File: src/rtl/edge_bounce_controller.sv
// Frame-rate bounce controller: gathers hit edges per frame, reflects speed, advances a clamped fixed-point position.
// Optional feature macro: GRAVITY_EN (adds saturating downward acceleration to the Y speed).
module edge_bounce_controller #(
  parameter int INIT_X       = 280,
  parameter int INIT_Y       = 185,
  parameter int INIT_SPEED_X = 60,
  parameter int INIT_SPEED_Y = 40,
  parameter int FIXED_SHIFT  = 6,
  parameter int X_MAX        = 607,
  parameter int Y_MAX        = 447
`ifdef GRAVITY_EN
  ,parameter int GRAVITY     = 2,
  parameter int MAX_SPEED_Y  = 400
`endif
) (
  input  logic               clk,
  input  logic               resetN,
  input  logic               startOfFrame,
  input  logic               collision,
  input  logic [3:0]         HitEdgeCode,
  output logic signed [10:0] topLeftX,
  output logic signed [10:0] topLeftY,
  output logic               bounceEvent,
  output logic [3:0]         frameHits
);

  localparam logic signed [16:0] POS_X_INIT = 17'(INIT_X * (1 << FIXED_SHIFT));
  localparam logic signed [16:0] POS_Y_INIT = 17'(INIT_Y * (1 << FIXED_SHIFT));
  localparam logic signed [17:0] POS_X_MAX  = 18'(X_MAX * (1 << FIXED_SHIFT));
  localparam logic signed [17:0] POS_Y_MAX  = 18'(Y_MAX * (1 << FIXED_SHIFT));
  localparam logic signed [10:0] SPD_X_INIT = 11'(INIT_SPEED_X);
  localparam logic signed [10:0] SPD_Y_INIT = 11'(INIT_SPEED_Y);

  typedef enum logic [1:0] {ACCUM, SPEED, POS} state_t;

  state_t             r_state, w_state_next;
  logic [3:0]         r_acc, r_frame_hits;
  logic signed [16:0] r_pos_x, r_pos_y;
  logic signed [10:0] r_speed_x, r_speed_y;
  logic signed [10:0] r_tl_x, r_tl_y;
  logic               r_bounce;

  logic               w_flip_x, w_flip_y;
  logic signed [17:0] w_sum_x, w_sum_y;
  logic signed [16:0] w_pos_x_next, w_pos_y_next;
  logic signed [10:0] w_speed_y_pos;

  // Negating the most negative speed would wrap, so it pins to the largest positive value.
  function automatic logic signed [10:0] neg_sat(input logic signed [10:0] v);
    if (v == 11'sh400) return 11'sh3FF;
    return -v;
  endfunction

  function automatic logic signed [16:0] clamp_pos(input logic signed [17:0] v,
                                                    input logic signed [17:0] vmax);
    if (v < 0) return '0;
    if (v > vmax) return vmax[16:0];
    return v[16:0];
  endfunction

  // Opposite edges hit in the same frame cancel out and leave the speed alone.
  assign w_flip_x = (r_frame_hits[3] && !r_frame_hits[1] && (r_speed_x < 0)) ||
                    (r_frame_hits[1] && !r_frame_hits[3] && (r_speed_x > 0));
  assign w_flip_y = (r_frame_hits[2] && !r_frame_hits[0] && (r_speed_y < 0)) ||
                    (r_frame_hits[0] && !r_frame_hits[2] && (r_speed_y > 0));

  assign w_sum_x = $signed({r_pos_x[16], r_pos_x}) + $signed({{7{r_speed_x[10]}}, r_speed_x});
  assign w_sum_y = $signed({r_pos_y[16], r_pos_y}) + $signed({{7{r_speed_y[10]}}, r_speed_y});
  assign w_pos_x_next = clamp_pos(w_sum_x, POS_X_MAX);
  assign w_pos_y_next = clamp_pos(w_sum_y, POS_Y_MAX);

`ifdef GRAVITY_EN
  localparam logic signed [11:0] GRAV_STEP  = 12'(GRAVITY);
  localparam logic signed [11:0] SPD_Y_CAP  = 12'(MAX_SPEED_Y);
  localparam logic signed [10:0] SPD_Y_SAT  = 11'(MAX_SPEED_Y);
  logic signed [11:0] w_grav_sum;
  assign w_grav_sum    = $signed({r_speed_y[10], r_speed_y}) + GRAV_STEP;
  assign w_speed_y_pos = (w_grav_sum > SPD_Y_CAP) ? SPD_Y_SAT : w_grav_sum[10:0];
`else
  assign w_speed_y_pos = r_speed_y;
`endif

  always_ff @(posedge clk or negedge resetN) begin
    if (!resetN) r_state <= ACCUM;
    else         r_state <= w_state_next;
  end

  always_comb begin
    w_state_next = r_state;
    case (r_state)
      ACCUM:   if (startOfFrame) w_state_next = SPEED;
      SPEED:   w_state_next = POS;
      POS:     w_state_next = ACCUM;
      default: w_state_next = ACCUM;
    endcase
  end

  always_ff @(posedge clk or negedge resetN) begin
    if (!resetN) begin
      r_acc        <= '0;
      r_frame_hits <= '0;
      r_pos_x      <= POS_X_INIT;
      r_pos_y      <= POS_Y_INIT;
      r_speed_x    <= SPD_X_INIT;
      r_speed_y    <= SPD_Y_INIT;
      r_tl_x       <= 11'(INIT_X);
      r_tl_y       <= 11'(INIT_Y);
      r_bounce     <= 1'b0;
    end else begin
      r_bounce <= 1'b0;
      // A hit arriving with the frame pulse belongs to the frame that is just starting.
      if (r_state == ACCUM && startOfFrame) begin
        r_frame_hits <= r_acc;
        r_acc        <= collision ? HitEdgeCode : 4'b0000;
      end else if (collision) begin
        r_acc <= r_acc | HitEdgeCode;
      end
      if (r_state == SPEED) begin
        if (w_flip_x) r_speed_x <= neg_sat(r_speed_x);
        if (w_flip_y) r_speed_y <= neg_sat(r_speed_y);
        r_bounce <= w_flip_x || w_flip_y;
      end
      if (r_state == POS) begin
        r_pos_x   <= w_pos_x_next;
        r_pos_y   <= w_pos_y_next;
        r_tl_x    <= w_pos_x_next[FIXED_SHIFT +: 11];
        r_tl_y    <= w_pos_y_next[FIXED_SHIFT +: 11];
        r_speed_y <= w_speed_y_pos;
      end
    end
  end

  assign topLeftX    = r_tl_x;
  assign topLeftY    = r_tl_y;
  assign bounceEvent = r_bounce;
  assign frameHits   = r_frame_hits;

endmodule
File: config.mk
export PLATFORM = sky130hd
export DESIGN_NAME = edge_bounce_controller
export DESIGN_NICKNAME = d
export VERILOG_FILES = /design/src/rtl/edge_bounce_controller.sv
export SDC_FILE = /design/constraint.sdc
export NUM_CORES = 1
export LEC_CHECK = 0
export ABC_AREA = 1
export CAP_MARGIN = 20
export CORE_MARGIN = 5
export CORE_UTILIZATION = 50
export DETAILED_ROUTE_END_ITERATION = 10
export GPL_TIMING_DRIVEN = 0
export PLACE_DENSITY = 0.73
export SKIP_LAST_GASP = 1
export SYNTH_ARGS = -nofsm -noshare
export SYNTH_HDL_FRONTEND = slang
export SYNTH_SLANG_ARGS = --single-unit
File: constraint.sdc
create_clock -name clk -period 2.8 [get_ports clk]
set_input_delay 0.28 -clock clk [delete_from_list [all_inputs] [get_ports clk]]
set_output_delay 0.28 -clock clk [all_outputs]
set_load 0.02 [all_outputs]
# Word level (Yosys, flattened, before mapping)
# Cells that the tools add are included.
# classes
n_bitwise	2
n_lt_le_gt_ge	8
n_reduce_logical	20
n_eq_ne	5
add_sub_neg	4
mux	30
# op_table
operator	count
17-bit two-way mux	8
11-bit two-way mux	4
17-bit by 11-bit adder with 18-bit output	2
18-bit by 1-bit < comparator with 1-bit output, second input constant	2
11-bit == test, second input constant	2
11-bit by 1-bit > comparator with 1-bit output, second input constant	2
11-bit by 1-bit < comparator with 1-bit output, second input constant	2
11-bit negation	2
18-bit by 16-bit > comparator with 1-bit output, second input constant	1
18-bit by 17-bit > comparator with 1-bit output, second input constant	1
1-bit two-way mux	13
4-bit two-way mux	3
1-bit logical AND	9
1-bit logical NOT	4
4-bit bitwise OR	1
2-bit one-hot mux with 2 select lines	1
1-bit logical OR	3
3-bit AND reduction	1
2-bit by 1-bit == test with 1-bit output, second input constant	1
2-bit == test, second input constant	1
2-bit logical NOT	1
2-bit two-way mux	1
2-bit inequality test, second input constant	1
2-bit AND reduction	1
2 further kinds	2
# word_totals
ff_bits	89
elab_cells	79
inputBits	8

# Longest topological paths before layout
# depth
word_depth	7
ltp_mapped	20
depth_no_buf	20

# Worst setup path before layout
# OpenSTA, ideal clock, no wires.
# synth_path
path_kind	reg-to-reg
start	register r_speed_y[0]
end	register r_pos_y[14]
period_less_slack_ns	2.273
stages_incl_launch_ff	18
path_slack_ns	0.527
path_buffers	1
setup_time_ns	0.116
t_arrival_ns	2.157
path_cell_list	dfrtp_1 -> ha_1 -> inv_1 -> fa_1 -> nand3b_1 -> nand2_1 -> nand2_1 -> nand2_2 -> nand2_2 -> nand2_2 -> a21oi_2 -> xor2_1 -> nor2_1 -> nand2_2 -> buf_6 -> nand3_1 -> nand2_1 -> nand2_1
# synth_between
elab_chain_cells	6
# synth_lines
item	line_no	text
start: declaration	39	logic signed [10:0] r_speed_x, r_speed_y;
start signal: assignment	120	if (w_flip_y) r_speed_y <= neg_sat(r_speed_y);
start signal: assignment	128	r_speed_y <= w_speed_y_pos;
17-bit by 11-bit adder with 18-bit output (*)	68	assign w_sum_y = $signed({r_pos_y[16], r_pos_y}) + $signed({{7{r_speed_y[10]}}, r_speed_y});
18-bit by 16-bit > comparator with 1-bit output	57	if (v > vmax) return vmax[16:0];
1-bit two-way mux (2 in a row)	57	
17-bit two-way mux	58	return v[16:0];
17-bit two-way mux (*)	57	
end signal: assignment	125	r_pos_y <= w_pos_y_next;
end: declaration	38	logic signed [16:0] r_pos_x, r_pos_y;
# Mark *: on every way between the ends. The rest lies on a longest branch, timed or not. The select of a mux whose other input is x is not followed.
# A chain may end at the register's enable or synchronous reset.

# Worst setup path after layout
# Ends and elaborated chain as after synthesis.

==> out/metrics.cfg <==
[timing]
relSlewSlack=0.451
setup_viol=0
fin_skew_ps=9.42
post-route-min-period_ps=2630
final.period_utilization=0.938
tightest_slew_ps=823
fmaxAchievable_mhz=381
rsz0062_at_grt=yes
fin_setup_tns_ps=0
hold_viol_final=0
drv_slew=0

[detailed_routing]
dr.pass1.iters=4
viasPerCell=5.15
wl_per_cell_um=12.6
first_iter_violations=258
num_vias=5041
drcViolationCount=0
drt-total-wl_um=12300
ant_nets=0

[global_route]
grt_pass1_vias=4768
antenna_found_initial=0
grt_start_max_net_pins=68
grt_overflow_total=0
grt_use_total=0.195
grt_pass1_wl_um=21200

[setup_path]
crit_arrival_ps=2870
cp_slowest_stage_delay_ps=400
end_kind=flip-flop
critical_path.max_fanout=10
path_cells=ha_1 -> inv_1 -> fa_1 -> nand3b_1 -> nand2_1 -> nand2_1 -> nand2_2 -> nand2_2 -> nand2_2 -> a21oi_2 -> xor2_1 -> nor2_1 -> nand2_2 -> buf_6 -> nand3_1 -> nand2_1 -> nand2_1
worst-r2r-setup-slack_ps=170
worstRegToRegCells=17
r2r_start=r_speed_y[0]$_DFFE_PN0P_
criticalPathCategory=reg2reg
critical-path-top-delay-family=simple AND/OR/NAND/NOR gates
required_ps=3040
slowest_stage=fa_1
cp-start-kind=flip-flop
r2r_end=r_pos_y[14]$_DFFE_PN0P_
cp_num_buf_inv=2

[cts]
clkSlewWorstSetupHoldPaths_ps=80
cts.hold.buffers_added=0
cts_max_level=3
cts_tree=yes
cts_root_buf=clkbuf_8
numCtsBuffers=9
cts.sinks=67
clockBufferDepth=2
clock_latency_ps=350

[power]
p_int_mw=1.39
leakagePower_nw=3.53
p_comb_frac=0.093
peakVddDrop_v=0.000306
swShare=0.285
total_power_mw=1.94
power.density_mw_per_mm2=312
seqPwrFrac=0.527
clkPwrFrac=0.380
p_switching_mw=0.552

[die]
initial_utilization=0.507
die_y_um=115
die_x_um=115
core_mm2=0.0108
die-area_mm2=0.0131
rows=38
pin_count=35

[yosys]
synth_ff_type=dfrtp_1
synthesis.nets=832
syn_area_per_cell_um2=6.96
yosysSeqAreaShare=0.310
synthCells=786
yosysWarnings=0
syn-cell-area_mm2=0.00547
ys_types=45
async_flop_share=1.00
synth_edf_count=0
synth-seq-cells=67

[run]
cap_violations=0

[place]
port-buffer-count=34
hpwl_um=9650
routabilityCongestion=0.945

[layout]
drive_gt1_frac=0.151
diodes=0
area.growth.synth_to_final_pct=13.6
layout.nets=880

[outcome]
status=completed

[min_path]
hold_path.class=in2async

## flip-flops by register name (all words and copies together), names as in the netlist
name,flops
r_acc,4
r_speed_y,11
r_pos_y,17
r_speed_x,11
r_pos_x,17
frameHits,4
r_state,2
bounceEvent,1
## worst register-to-register path, cell delays in order (launching register included)
cell and delay [ps]:
dfrtp_1 370, ha_1 180, inv_1 80, fa_1 400, nand3b_1 210, nand2_1 140
nand2_1 80, nand2_2 120, nand2_2 60, nand2_2 80, a21oi_2 70, xor2_1 190
nor2_1 90, nand2_2 120, buf_6 160, nand3_1 70, nand2_1 70, nand2_1 50
## through the flow
stage	hold slack (ps)	utilization	std cells	instance area (µm²)	setup slack, ps
floorplan	-15.6	-	786	5470	527
global placement	471	0.554	960	5980	-842
detailed placement	441	0.554	960	5980	77.5
CTS	60.1	0.570	976	6160	57.8
global route	103	0.576	979	6210	-4.69
finish	24.1	0.576	979	6210	174
## cells by family after synthesis
kind of cell,count (synthesis),synth area share
multiplexers,1,0.00206
AND/OR/NAND/NOR,430,0.356
AO/OA/AOI/OAI,86,0.0913
flip-flops,67,0.310
XOR/XNOR,18,0.0302
buffers and inverters,146,0.121
adder cells (fa/ha/maj),38,0.0897
## power groups by stage
stage | clock (mW) | sequential (mW) | combinational (mW)
2_1_floorplan | 0 | 1.06 | 0.0691
3_3_place_gp | 0 | 1.04 | 0.182
3_5_place_dp | 0 | 1.04 | 0.184
4_1_cts | 0.757 | 1.02 | 0.185
5_1_grt | 0.796 | 1.03 | 0.202
6_report | 0.738 | 1.02 | 0.180
## what timing repair did
item | CTS | global route
setup endpoints to repair | 0 | 24
gates resized for setup | 0 | 11
setup buffers | 0 | 3
## synthesized netlist by cell type (all sizes together), types with 11 or more instances
master | count | area (µm²)
nand3 | 51 | 285
inv | 114 | 428
nor2 | 60 | 243
o21ai | 41 | 209
dfrtp | 53 | 1330
nand3b | 11 | 82.6
a21oi | 32 | 186
nand2 | 261 | 1030
nor3 | 17 | 105
ha | 36 | 450
buf | 29 | 224
nand4 | 23 | 144
dfstp | 14 | 368
xor2 | 13 | 121
## worst max-delay path by stage
stage	end	slack, ps	cells after the start	startpoint
2_1_floorplan	r_pos_y[14]$_DFFE_PN0P_	530	17	r_speed_y[0]$_DFFE_PN0P_
3_3_place_gp	r_pos_x[8]$_DFFE_PN0P_	-840	1	resetN
3_5_place_dp	r_pos_x[5]$_DFFE_PN0P_	80	18	r_speed_x[0]$_DFFE_PN0P_
4_1_cts	r_pos_x[5]$_DFFE_PN0P_	60	18	r_speed_x[0]$_DFFE_PN0P_
5_1_grt	r_pos_x[6]$_DFFE_PN0P_	-5	19	r_speed_x[0]$_DFFE_PN0P_
6_report	r_pos_y[14]$_DFFE_PN0P_	170	17	r_speed_y[0]$_DFFE_PN0P_
## cells in the final DEF (no fill, tap or decap), types with 25 or more instances in the layout
master           count
nand3_1             45
ha_1                35
dfrtp_1             51
o21ai_0             36
nor2_1              55
nand2_1            240
a21oi_1             25
buf_4               28
inv_1              105
clkdlybuf4s50_1     33
## cell type report
| class | instances | area (µm²) |
|---|---|---|
| Timing Repair Buffer | 37 | 360 |
| Buffer | 32 | 235 |
| Multi-Input combinational cell | 573 | 3140 |
| Tap cell | 140 | 175 |
| Clock buffer | 9 | 124 |
| Fill cell | 1001 | 4580 |
| Sequential cell | 67 | 1700 |
| Clock inverter | 7 | 51.3 |
| Inverter | 114 | 428 |
## metal layers
layer  vias up  track usage  routed length [µm]
met1      2334        0.254                5730
li1       2593            -                   -
met3        25       0.0296                 545
met5         -            0                   0
met4         0       0.0721                 245
met2        89        0.326                5800
(Power assumes the default switching activity.)
